$ cat src/rtl/sad_param.sv
// sad_param: block SAD engine over paired input memories; `define SAD_MIN_TRACK_EN to add best-block tracking
module sad_param #(
  parameter int DATA_W     = 8,
  parameter int BLOCK_SIZE = 256,
  parameter int NUM_BLOCKS = 128,
  parameter int ADDR_W     = 15,
  parameter int C_ADDR_W   = 7,
  parameter int SUM_W      = 32
) (
  input  logic                Clk,
  input  logic                Rst_n,
  input  logic                Go,
  input  logic                Abort,
  input  logic [DATA_W-1:0]   A_Data,
  input  logic [DATA_W-1:0]   B_Data,
  output logic [ADDR_W-1:0]   A_Addr,
  output logic [ADDR_W-1:0]   B_Addr,
  output logic                I_En,
  output logic                I_RW,
  output logic [C_ADDR_W-1:0] C_Addr,
  output logic                O_En,
  output logic                O_RW,
  output logic [SUM_W-1:0]    SAD_Out,
  output logic                Busy,
  output logic                Done,
  output logic [SUM_W-1:0]    Min_SAD,
  output logic [C_ADDR_W-1:0] Min_Idx
);
  localparam int JW = $clog2(BLOCK_SIZE + 1);
  localparam logic [2:0] S_IDLE  = 3'd0;
  localparam logic [2:0] S_INIT  = 3'd1;
  localparam logic [2:0] S_FETCH = 3'd2;
  localparam logic [2:0] S_WAIT  = 3'd3;
  localparam logic [2:0] S_ACC   = 3'd4;
  localparam logic [2:0] S_WRITE = 3'd5;
  localparam logic [2:0] S_DONE  = 3'd6;
  logic [2:0]          state;
  logic [JW-1:0]       j;
  logic [C_ADDR_W-1:0] k;
  logic [SUM_W-1:0]    sum;
  logic [DATA_W-1:0]   diff;
  logic [ADDR_W-1:0]   addr;
  logic                fetch_end;
  logic                last_blk;
  assign fetch_end = j == JW'(BLOCK_SIZE);
  assign last_blk  = k == C_ADDR_W'(NUM_BLOCKS - 1);
  assign diff      = A_Data > B_Data ? A_Data - B_Data : B_Data - A_Data;
  assign addr      = ADDR_W'(k) * ADDR_W'(BLOCK_SIZE) + ADDR_W'(j);
  // Outputs decode straight from state so an async reset clears them at once
  assign I_En    = state == S_FETCH && !fetch_end;
  assign I_RW    = 1'b0;
  assign A_Addr  = I_En ? addr : '0;
  assign B_Addr  = I_En ? addr : '0;
  assign O_En    = state == S_WRITE;
  assign O_RW    = O_En;
  assign C_Addr  = O_En ? k : '0;
  assign SAD_Out = O_En ? sum : '0;
  assign Busy    = state != S_IDLE;
  assign Done    = state == S_DONE;
  always_ff @(posedge Clk or negedge Rst_n) begin
    if (!Rst_n) begin
      state <= S_IDLE;
      j     <= '0;
      k     <= '0;
      sum   <= '0;
    end else if (Abort) begin
      state <= S_IDLE;
    end else begin
      case (state)
        S_IDLE: if (Go) begin
          state <= S_INIT;
          k     <= '0;
        end
        S_INIT: begin
          sum   <= '0;
          j     <= '0;
          state <= S_FETCH;
        end
        S_FETCH: state <= fetch_end ? S_WRITE : S_WAIT;
        S_WAIT:  state <= S_ACC;
        S_ACC: begin
          sum   <= sum + SUM_W'(diff);
          j     <= j + 1'b1;
          state <= S_FETCH;
        end
        S_WRITE: begin
          state <= last_blk ? S_DONE : S_INIT;
          if (!last_blk) k <= k + 1'b1;
        end
        default: state <= S_IDLE;
      endcase
    end
  end
`ifdef SAD_MIN_TRACK_EN
  // Updates even when Abort coincides with WRITE, since that write still lands
  always_ff @(posedge Clk or negedge Rst_n) begin
    if (!Rst_n) begin
      Min_SAD <= '0;
      Min_Idx <= '0;
    end else if (state == S_WRITE && (k == '0 || sum < Min_SAD)) begin
      Min_SAD <= sum;
      Min_Idx <= k;
    end
  end
`else
  assign Min_SAD = '0;
  assign Min_Idx = '0;
`endif
endmodule

$ cat config.mk
export PLATFORM = sky130hd
export DESIGN_NAME = sad_param
export DESIGN_NICKNAME = d
export VERILOG_FILES = /design/src/rtl/sad_param.sv
export SDC_FILE = /design/constraint.sdc
export NUM_CORES = 1
export LEC_CHECK = 0
export ABC_AREA = 1
export BUFFER_PORTS_ARGS = -buffer_cell sky130_fd_sc_hd__buf_2
export CORE_AREA = 10 10 93 128
export DETAILED_ROUTE_END_ITERATION = 10
export DIE_AREA = 0 0 103 138
export GPL_TIMING_DRIVEN = 0
export PLACE_DENSITY_LB_ADDON = 0.25
export SETUP_SLACK_MARGIN = 0.15
export SLEW_MARGIN = 0
export SYNTH_ARGS = -nofsm -noshare
export SYNTH_HDL_FRONTEND = slang
export SYNTH_SLANG_ARGS = --single-unit
export TNS_END_PERCENT = 50
$ cat constraint.sdc
create_clock -name Clk -period 2.5 [get_ports Clk]
set_input_delay 0.125 -clock Clk [delete_from_list [all_inputs] [get_ports Clk]]
set_output_delay 0.125 -clock Clk [all_outputs]
set_load 0.02 [all_outputs]
# Word-level counts from Yosys, hierarchy flattened
# Index checks and enable logic that the tools add are counted.
# Widths: inputs -> output; s select.
[word_totals]
register_bits = 51
in_bits = 20
out_inout_bits = 114
[classes]
add_sub_neg = 6
n_lt_le_gt_ge = 1
eq_ne = 11
muxes = 14
bitwise_logic = 1
n_reduce_logical = 9
[ops]
columns = ["operator", "count"]
rows = [
  ["$pmux 32 s2", 1],
  ["$add 32x8->32", 1],
  ["$mux 32", 1],
  ["$mux 7", 3],
  ["$pmux 9 s2", 1],
  ["$sub 8x8->8", 2],
  ["$add 15x9->15", 1],
  ["$mux 15", 1],
  ["$pmux 3 s5", 1],
  ["$pmux 7 s2", 1],
  ["$mux 3", 4],
  ["$add 9x1->9 const B", 1],
  ["$eq 3x3->1 const B", 3],
  ["$eq 9x9->1 const B", 1],
  ["$gt 8x8->1", 1],
  ["$mux 8", 1],
  ["$add 7x1->7 const B", 1],
  ["$eq 7x7->1 const B", 1],
  ["$eq 3x2->1 const B", 2],
  ["$ne 2x2->1 const B", 2],
  ["$reduce_and 4->1", 1],
  ["$reduce_bool 2->1", 2],
  ["$eq 3x1->1 const B", 1],
  ["$logic_not 3->1", 1],
  ["7 further kinds", 7],
]

# Depth between registers and ports, before layout
# Gate-level depths: netlist of the first run.
[depth]
ltp_word = 4
mapped_depth = 25
depth_no_buf = 23

# Worst setup path before layout of the first run
# OpenSTA, ideal clock, no wires.
[synth_timing]
path_type = "input-to-reg"
from = "input A_Data[2]"
to = "register sum[20]"
setup_ns = 0.120
arrival_time_ns = 2.442
t_required_ns = 2.380
setup_slack_ns = -0.062
cell_stages = 20
n_path_buf = 1
path_cell_list = "inv_1 ha_1 buf_4 nand2_2 inv_2 nand2_1 nand2_2 nand2_1 a21oi_2 inv_2 nand2_1 nand2_1 fa_1 nand3_1 nand3_1 nand3_1 nand2_1 nand2_1 nand2_1 and3_1"
[synth_via]
elab_chain_cells = 4
[synth_rtl]
columns = ["item", "line_no", "text"]
rows = [
  ["from (decl)", "14", "input logic [DATA_W-1:0] A_Data,"],
  ["$sub 8x8->8 or $gt 8x8->1 (tied branches)", "47", "assign diff = A_Data > B_Data ? A_Data - B_Data : B_Data - A_Data;"],
  ["$mux 8 *", "47", ""],
  ["$add 32x8->32 *", "82", "sum <= sum + SUM_W'(diff);"],
  ["$pmux 32 s2 *", "69", "case (state)"],
  ["to (signal assigned)", "82", ""],
  ["to (decl)", "40", "logic [SUM_W-1:0] sum;"],
]
# Every way passes the cells marked *; elsewhere a longest branch is shown, timed or not.
# A chain may end at the register's enable or synchronous reset.

# Final worst setup path of the first run
[layout_timing]
from = "input A_Data[0]"
to = "register sum[10]"
# The elaborated chain is that of the path after synthesis.

==> key figures, run 1 <==
Timing
  – Final Hold Viols: 0
  – FMAX: 407 MHz
  – Finish-stage setup viols: 0
  – Period Utilization, post-route: 98.3%
  – Clk_skew: 0.00588 ns
  – Measured slew at the worst slew-check pin: 1.22 ns
  – Setup TNS: 0 ns
  – RSZ-0062 raised after global routing: true
  – Tmin final: 2.46 ns
  – Max-slew violations: 0
  – Slew Limit Headroom: 18.7%

Clocking
  – Num CTS Buffers: 5
  – Number of clock sinks: 51
  – Clock Tree Root: clkbuf_16
  – Clock Path Buffers: 2
  – CTS tree: yes
  – Clock transition at path regs: 0.07 ns
  – H-tree Lvls: 2
  – Post-CTS Hold Buffers: 0
  – Clock latency at the later pin of the worst-skew pair: 0.30 ns

Pwr
  – Pint: around 1.7 mW
  – Clock power frac: between 20% and 30%
  – Switching power: approximately 1.0 mW
  – Power per cell area: roughly 400 nW/µm²
  – Comb power frac: 40.0%
  – VDD IR max: 0.308 mV
  – Sw frac: 37.2%
  – Static Leak: 3.74 nW
  – Reg power frac: 32.3%

Critical path
  – Cell mode on critical path: nand2_1
  – CP peak stage delay: around 0.40 ns
  – Critical Path Start Type: primary input
  – Worst r2r path cells: 7
  – CP arrival: 2.64 ns
  – Critical setup path kind: primary input to register
  – Setup crit end kind: register
  – CP max stage cell: fa_2
  – Max Fanout on Critical Path: 6
  – Crit-path cells: buf_8 -> inv_4 -> ha_4 -> inv_4 -> fa_2 -> nand2_4 -> nand2_4 -> nand2_4 -> a21oi_4 -> inv_4 -> nand2_1 -> nand2_1 -> inv_2 -> ha_4 -> nand2_2 -> inv_1 -> nand2_1 -> nand2_1 -> nand2_2 -> nand3_4 -> nand2_2 -> o21ai_1 -> nor2_1
  – Data required, critical path: 2.69 ns

Routing
  – Vias per cell: between 5 and 6
  – Wire per inst: 15.2 µm
  – Initial detailed-routing violation count: between 200 and 300
  – Routed WL: 16100 µm
  – Antenna-violating nets left: 0
  – Drc violations: 0
  – First-pass DRT Iterations: 9
  – Vias post-DR: 5463

Synthesis
  – Synth area leader: dfrtp_1
  – Synth cell types: 39
  – #FFs+latches synth: 51
  – Post-synth EDFFs: 0
  – Sequential cell area fraction in the yosys report: 25.4%
  – Post-synthesis async set-or-reset flop share: 100%
  – Top-count cell post-synth: nand2_1
  – YS warnings: 0
  – Post-synthesis cell area: approximately 5000 µm²
  – Avg Synthesized Cell Area: around 6.4 µm²
  – Top cell type's share of synthesized area: 25.4%
  – Post-synth top cells: nand2_1, inv_1, nor2_1
  – Post-synthesis cell count: between 700 and 800
  – Synth top area cells: dfrtp_1, nand2_1, inv_1, buf_4, nor2_1
  – Most used DFF post-synth: dfrtp_1

Place
  – Placer congestion estimate: 0.877
  – Post-DP HPWL: approximately 11000 µm
  – IO Port Bufs: 93
  – Placed Area: 5860 µm²
  – Placed cell count: 1028

Final layout
  – Non-filler cells, final: between 1000 and 1500
  – Share of cells above drive strength 1: 35.6%
  – Post-Layout Inst Area: 6970 µm²
  – Util after Layout: 71.9%
  – Fill cells: 791
  – Area growth from synthesis to final layout: 38.8%
  – Final net count: 1002

Floorplan
  – Die width: 103 µm
  – Die ar.: 14200 µm²
  – Die span in y: 138 µm
  – Initial Util: 51.8%
  – Row count: 43
  – Total I/O pin count: about 130
  – Core footprint: 9680 µm²

Run
  – Max Cap Viol: 0

Outcome
  – Outcome: completed

Global routing
  – Pin count of the biggest net entering global routing: between 50 and 60
  – GRT Total Usage: 20.8%
  – Vias in the first global route: 5290
  – Antenna violations before repair: 1
  – First-pass GRT wire length: 24400 µm
  – Congestion Overflow GR: 0

Min path
  – HP Class: primary input to asynchronous set/reset pin
-- cell families (layout without fill, tap and decap cells) --
group	Yosys count	after routing	synth area share (%)
simple gates	415	417	36.0
buf+inv	200	324	19.6
compound gates	70	71	7.78
flops	51	51	25.4
fa+ha+maj	33	33	8.67
xor+xnor	14	14	2.44
other cells	1	41	0.0747
-- critical path: cells and delay by family --
kind                       cells  cell delay (ns)
buffers and inverters          6             0.48
adders and majority gates      3             0.83
AOI/OAI and AO/OA              2             0.23
and+or+nand+nor               12             0.96
-- power groups by stage --
| stage | Clock [mW] | Sequential [mW] | Combinational (mW) |
|---|---|---|---|
| 6_report | 0.755 | 0.880 | 1.09 |
| 2_1_floorplan | 0 | 0.886 | 0.567 |
| 4_1_cts | 0.763 | 0.879 | 0.889 |
| 3_5_place_dp | 0 | 0.892 | 0.718 |
| 5_1_grt | 0.791 | 0.884 | 1.18 |
| 3_3_place_gp | 0 | 0.892 | 0.710 |
-- layout make-up --
| type | instances | area, µm² | share of cell area, % |
|---|---|---|---|
| Multi-Input combinational cell | 575 | 3690 | 53.0 |
| Antenna cell | 1 | 2.50 | 0.0359 |
| Timing Repair Buffer | 117 | 692 | 9.93 |
| Sequential cell | 51 | 1280 | 18.3 |
| Buffer | 69 | 505 | 7.26 |
| Tap cell | 112 | 140 | 2.01 |
| Clock buffer | 8 | 156 | 2.24 |
| Inverter | 130 | 502 | 7.20 |
-- stage by stage --
stage / hold slack [ns] / setup slack, ns / power [mW]
finish: 0.0859 / 0.0430 / 2.72
global route: 0.178 / -0.122 / 2.86
CTS: 0.129 / 0.135 / 2.53
detailed placement: 0.447 / -0.397 / 1.61
global placement: 0.439 / -0.355 / 1.60
floorplan: -0.171 / 0.157 / 1.45
-- final timing paths --
check	slack, ns	from	endpoint
max reg2reg	0.61	state[1]$_DFFE_PN0P_	k[3]$_DFFE_PN0P_
max	0.04	A_Data[0]	sum[10]$_DFFE_PN0P_
min reg2reg	0.55	j[7]$_DFFE_PN0P_	j[7]$_DFFE_PN0P_
max in group asynchronous	1.68	Rst_n	sum[24]$_DFFE_PN0P_
min	0.09	Rst_n	k[2]$_DFFE_PN0P_
min in group Clk	0.26	Abort	state[1]$_DFFE_PN0P_
-- timing repair --
item | CTS | global route
pin swaps | 39 | 56
setup buffers | 14 | 9
resized for setup | 81 | 93
setup endpoints to repair | 26 | 64
gates cloned | 4 | 0
-- state kept, by name (all words and copies together) (netlist names) --
register,flops
j,9
state,3
k,7
sum,32
-- metal layers --
| layer | GRT usage, % | wire [µm] | vias up | part of all wire, % |
|---|---|---|---|---|
| li1 | - | - | 2704 | - |
| met1 | 21.5 | 5800 | 2528 | 36 |
| met2 | 37.8 | 8780 | 175 | 54 |
| met3 | 3.09 | 787 | 56 | 4.9 |
| met4 | 11.8 | 763 | 0 | 4.7 |
| met5 | 0 | 0 | - | 0 |
-- placed cells by master, fill, tap and decap left out, drive strengths merged, types with 3 or more instances in the layout --
cell / instances
o22ai: 4
o21a: 3
clkbuf: 14
nand4: 23
nand3: 64
a21oi: 33
nor2: 121
o21ai: 28
fa: 3
conb: 40
ha: 30
dfrtp: 51
inv: 129
buf: 180
xor2: 9
or2: 3
nor3: 16
xnor2: 5
nand2: 187
Power figures use the tool's default switching activity.
==> run 2, diff against run 1 <==
--- a/config.mk
+++ b/config.mk
@@ -7,9 +7,9 @@
 export LEC_CHECK = 0
 export ABC_AREA = 1
 export BUFFER_PORTS_ARGS = -buffer_cell sky130_fd_sc_hd__buf_2
-export CORE_AREA = 10 10 93 128
+export CORE_AREA = 10 10 101 138
 export DETAILED_ROUTE_END_ITERATION = 10
-export DIE_AREA = 0 0 103 138
+export DIE_AREA = 0 0 111 148
 export GPL_TIMING_DRIVEN = 0
 export PLACE_DENSITY_LB_ADDON = 0.25
 export SETUP_SLACK_MARGIN = 0.15
==> run 2 against run 1 <==
Effect of this change: non-clock buffer count grew 5; flip-flop and latch count is the same; critical path depth down 1; first-iteration DRC count rose by 17%; via count shrank 1.0%; total power increased by 4.0%; clock-buffer cell count is 2 lower; sequential power hardly changed; routed wire length down 2.2%; setup slack better by 0.069 ns; final area increased by 2.2%; largest cell class unchanged; highest routed layer unchanged.
==> key figures, run 2 (synthesis results as in run 1) <==
Routing
  – Wire per inst: 14.4 µm
  – WL met2: 8710 µm
  – Metal3 WL: 862 µm
  – Antenna-violating nets left: 0
  – Initial detailed-routing violation count: 346
  – Routed WL: 15800 µm
  – First-pass DRT Iterations: 4
  – Met1 WL: 5840 µm
  – Vias per cell: 4.92
  – Top Metal Used: met4
  – Vias post-DR: 5406
  – Drc violations: 0

Critical path
  – Worst Path Buf+Inv: 6
  – Reg2reg setup slack: 0.56 ns
  – Data required, critical path: 2.73 ns
  – Critical Path Start Type: primary input
  – CP peak stage delay: 0.36 ns
  – Cell mode on critical path: nand3_2
  – Crit-path cells: buf_4 -> ha_4 -> inv_4 -> fa_2 -> nand2_4 -> nand2_4 -> nand2_4 -> a21oi_4 -> buf_12 -> nand2_2 -> o21ai_1 -> inv_1 -> ha_4 -> nand3_2 -> nand3_2 -> nand3_2 -> nand3_4 -> buf_6 -> nand3_2 -> nand2_1 -> inv_1 -> nor2_1
  – CP arrival: roughly 2.6 ns
  – Max Fanout on Critical Path: 7
  – Setup crit end kind: register
  – Critical setup path kind: primary input to register
  – Crit Reg-Reg Endpoint: sum[14]$_DFFE_PN0P_
  – RR Startpoint: sum[0]$_DFFE_PN0P_
  – Setup crit start: B_Data[0]
  – Critical path depth: 22
  – Worst r2r path cells: 8
  – Crit path max-delay family: simple AND/OR/NAND/NOR gates
  – CP max stage cell: ha_4
  – End of the critical path: sum[27]$_DFFE_PN0P_

Global routing
  – First-pass GRT wire length: 24200 µm
  – Vias in the first global route: approximately 5200
  – GRT Total Usage: 17.3%
  – Congestion Overflow GR: 0
  – Antenna violations before repair: 0
  – Pin count of the biggest net entering global routing: 52

Timing
  – FMAX: 419 MHz
  – Measured slew at the worst slew-check pin: between 1 and 1.5 ns
  – Period Utilization, post-route: a little over nine tenths
  – Max-slew violations: 0
  – Slew Limit Headroom: 18.1%
  – Tmin final: 2.39 ns
  – Finish-stage setup viols: 0
  – Post-route setup slack: 0.112 ns
  – Final Hold Viols: 0
  – Clk_skew: roughly 0.008 ns
  – RSZ-0062 raised after global routing: true

Clocking
  – Clock Path Buffers: 2
  – Number of clock sinks: 51
  – Clock latency at the later pin of the worst-skew pair: roughly 0.30 ns
  – Num CTS Buffers: 5
  – CTS tree: yes
  – Clock Tree Root: clkbuf_16
  – H-tree Lvls: 2
  – Post-CTS Hold Buffers: 0
  – Clock transition at path regs: 0.07 ns

Final layout
  – Diodes inserted: 0
  – Largest register FFs: 32
  – Most flop-heavy register: sum
  – Fill cells: approximately 1000
  – Most common cell after layout, fill and taps aside: nand2_1
  – Final net count: 1007
  – Non-filler cells, final: 1099
  – Largest regs: sum x32, j x9, k x7
  – FF/Latch Area: approximately 1300 µm²
  – Most frequent cells in the layout: nand2_1, inv_1, nor2_1
  – Multi-input logic area: 3730 µm²
  – Share of cells above drive strength 1: 37.4%
  – Area growth from synthesis to final layout: 41.8%

Floorplan
  – Row count: 46
  – Total I/O pin count: between 100 and 150
  – Die width: 111 µm
  – Core footprint: 11300 µm²
  – Initial Util: 44.3%
  – Die span in y: 148 µm
  – Die ar.: 16400 µm²

Pwr
  – Clock power frac: 29.2%
  – Switching power: 1.03 mW
  – Static Leak: 3.78 nW
  – Pwr Total: 2.83 mW
  – Power per cell area: 398 nW/µm²
  – Reg power frac: 31.1%
  – Pint: ~1.8 mW
  – Sw frac: 36.2%
  – VDD IR max: 0.310 mV
  – Comb power frac: between 30% and 40%

Place
  – Placed cell count: 1060
  – Place WS: -0.410 ns
  – Placer congestion estimate: 0.849
  – Post-DP HPWL: 11100 µm
  – IO Port Bufs: 93

Outcome
  – Outcome: completed

Run
  – Max Cap Viol: 0

Min path
  – HP Class: primary input to asynchronous set/reset pin
[run 2: cell count changes in the layout (fill, tap and decap cells not counted), moves of 2 or more]
cell     before  now
inv_1       107  105
buf_8         2    4
inv_2        17   19
nand3_2      18   20
nor2_1      107  100
o21ai_2       0    2
buf_4        79   81
nand2_4      16   20
a21oi_2       5    7
nor2_2        6   12
o21ai_0      17   20
o21ai_1       9    5
nand2_1     145  142
a21oi_4       5    3
[run 2: worst register-to-register path, stage by stage (launching register included)]
cell and delay [ns]:
dfrtp_1 0.39, ha_1 0.30, fa_2 0.42, buf_4 0.16, nand3_4 0.09, buf_4 0.12, nand3_2 0.10, a21oi_1 0.18
nor2_1 0.07
[run 2: layout make-up]
| type | count | area share [%] |
|---|---|---|
| plain buffers | 70 | 7.29 |
| multi-input cells | 575 | 52.3 |
| repair buffers | 121 | 10.4 |
| inverters | 130 | 7.05 |
| clock buffers | 6 | 1.95 |
| clock inverters | 2 | 0.492 |
| well taps | 144 | 2.53 |
| flip-flops and latches | 51 | 17.9 |
[run 2: power by group through the flow]
| stage | clock network [mW] | logic, mW | registers, mW |
|---|---|---|---|
| floorplan | 0 | 0.567 | 0.886 |
| global placement | 0 | 0.712 | 0.892 |
| detailed placement | 0 | 0.721 | 0.893 |
| CTS | 0.835 | 0.901 | 0.880 |
| global route | 0.864 | 1.21 | 0.884 |
| finish | 0.828 | 1.12 | 0.881 |
[run 2: worst min path at each step]
| stage | to | slack, ns | cells after the start |
|---|---|---|---|
| 3_3_place_gp | j[4]$_DFFE_PN0P_ | 0.46 | 1 |
| 6_report | sum[0]$_DFFE_PN0P_ | 0.07 | 1 |
| 3_5_place_dp | sum[0]$_DFFE_PN0P_ | 0.45 | 1 |
| 5_1_grt | sum[0]$_DFFE_PN0P_ | 0.18 | 1 |
| 2_1_floorplan | j[0]$_DFFE_PN0P_ | -0.17 | 0 |
| 4_1_cts | sum[0]$_DFFE_PN0P_ | 0.13 | 1 |
[run 2: stage by stage]
stage / area [µm²] / util [%] / setup TNS, ns / hold WS [ns]
after global routing: 7120 / 62.8 / -0.420 / 0.178
after detailed placement: 5900 / 52.1 / -8.56 / 0.452
after floorplan: 5260 / - / 0 / -0.171
after global placement: 5900 / 52.1 / -7.67 / 0.459
final: 7120 / 62.8 / 0 / 0.0683
after CTS: 6570 / 57.9 / 0 / 0.129
[run 2: what timing repair did]
item / in CTS / in global routing
setup buffers: 12 / 15
endpoints found under the setup margin: 25 / 70
resized for setup: 82 / 112
gates cloned: 4 / 0
pin swaps: 40 / 62
[run 2: per-layer routing]
layer | up-vias | global-route usage (%)
met1 | 2488 | 18.0
li1 | 2707 | -
met4 | 0 | 6.20
met3 | 27 | 3.16
met5 | - | 0
met2 | 184 | 33.5
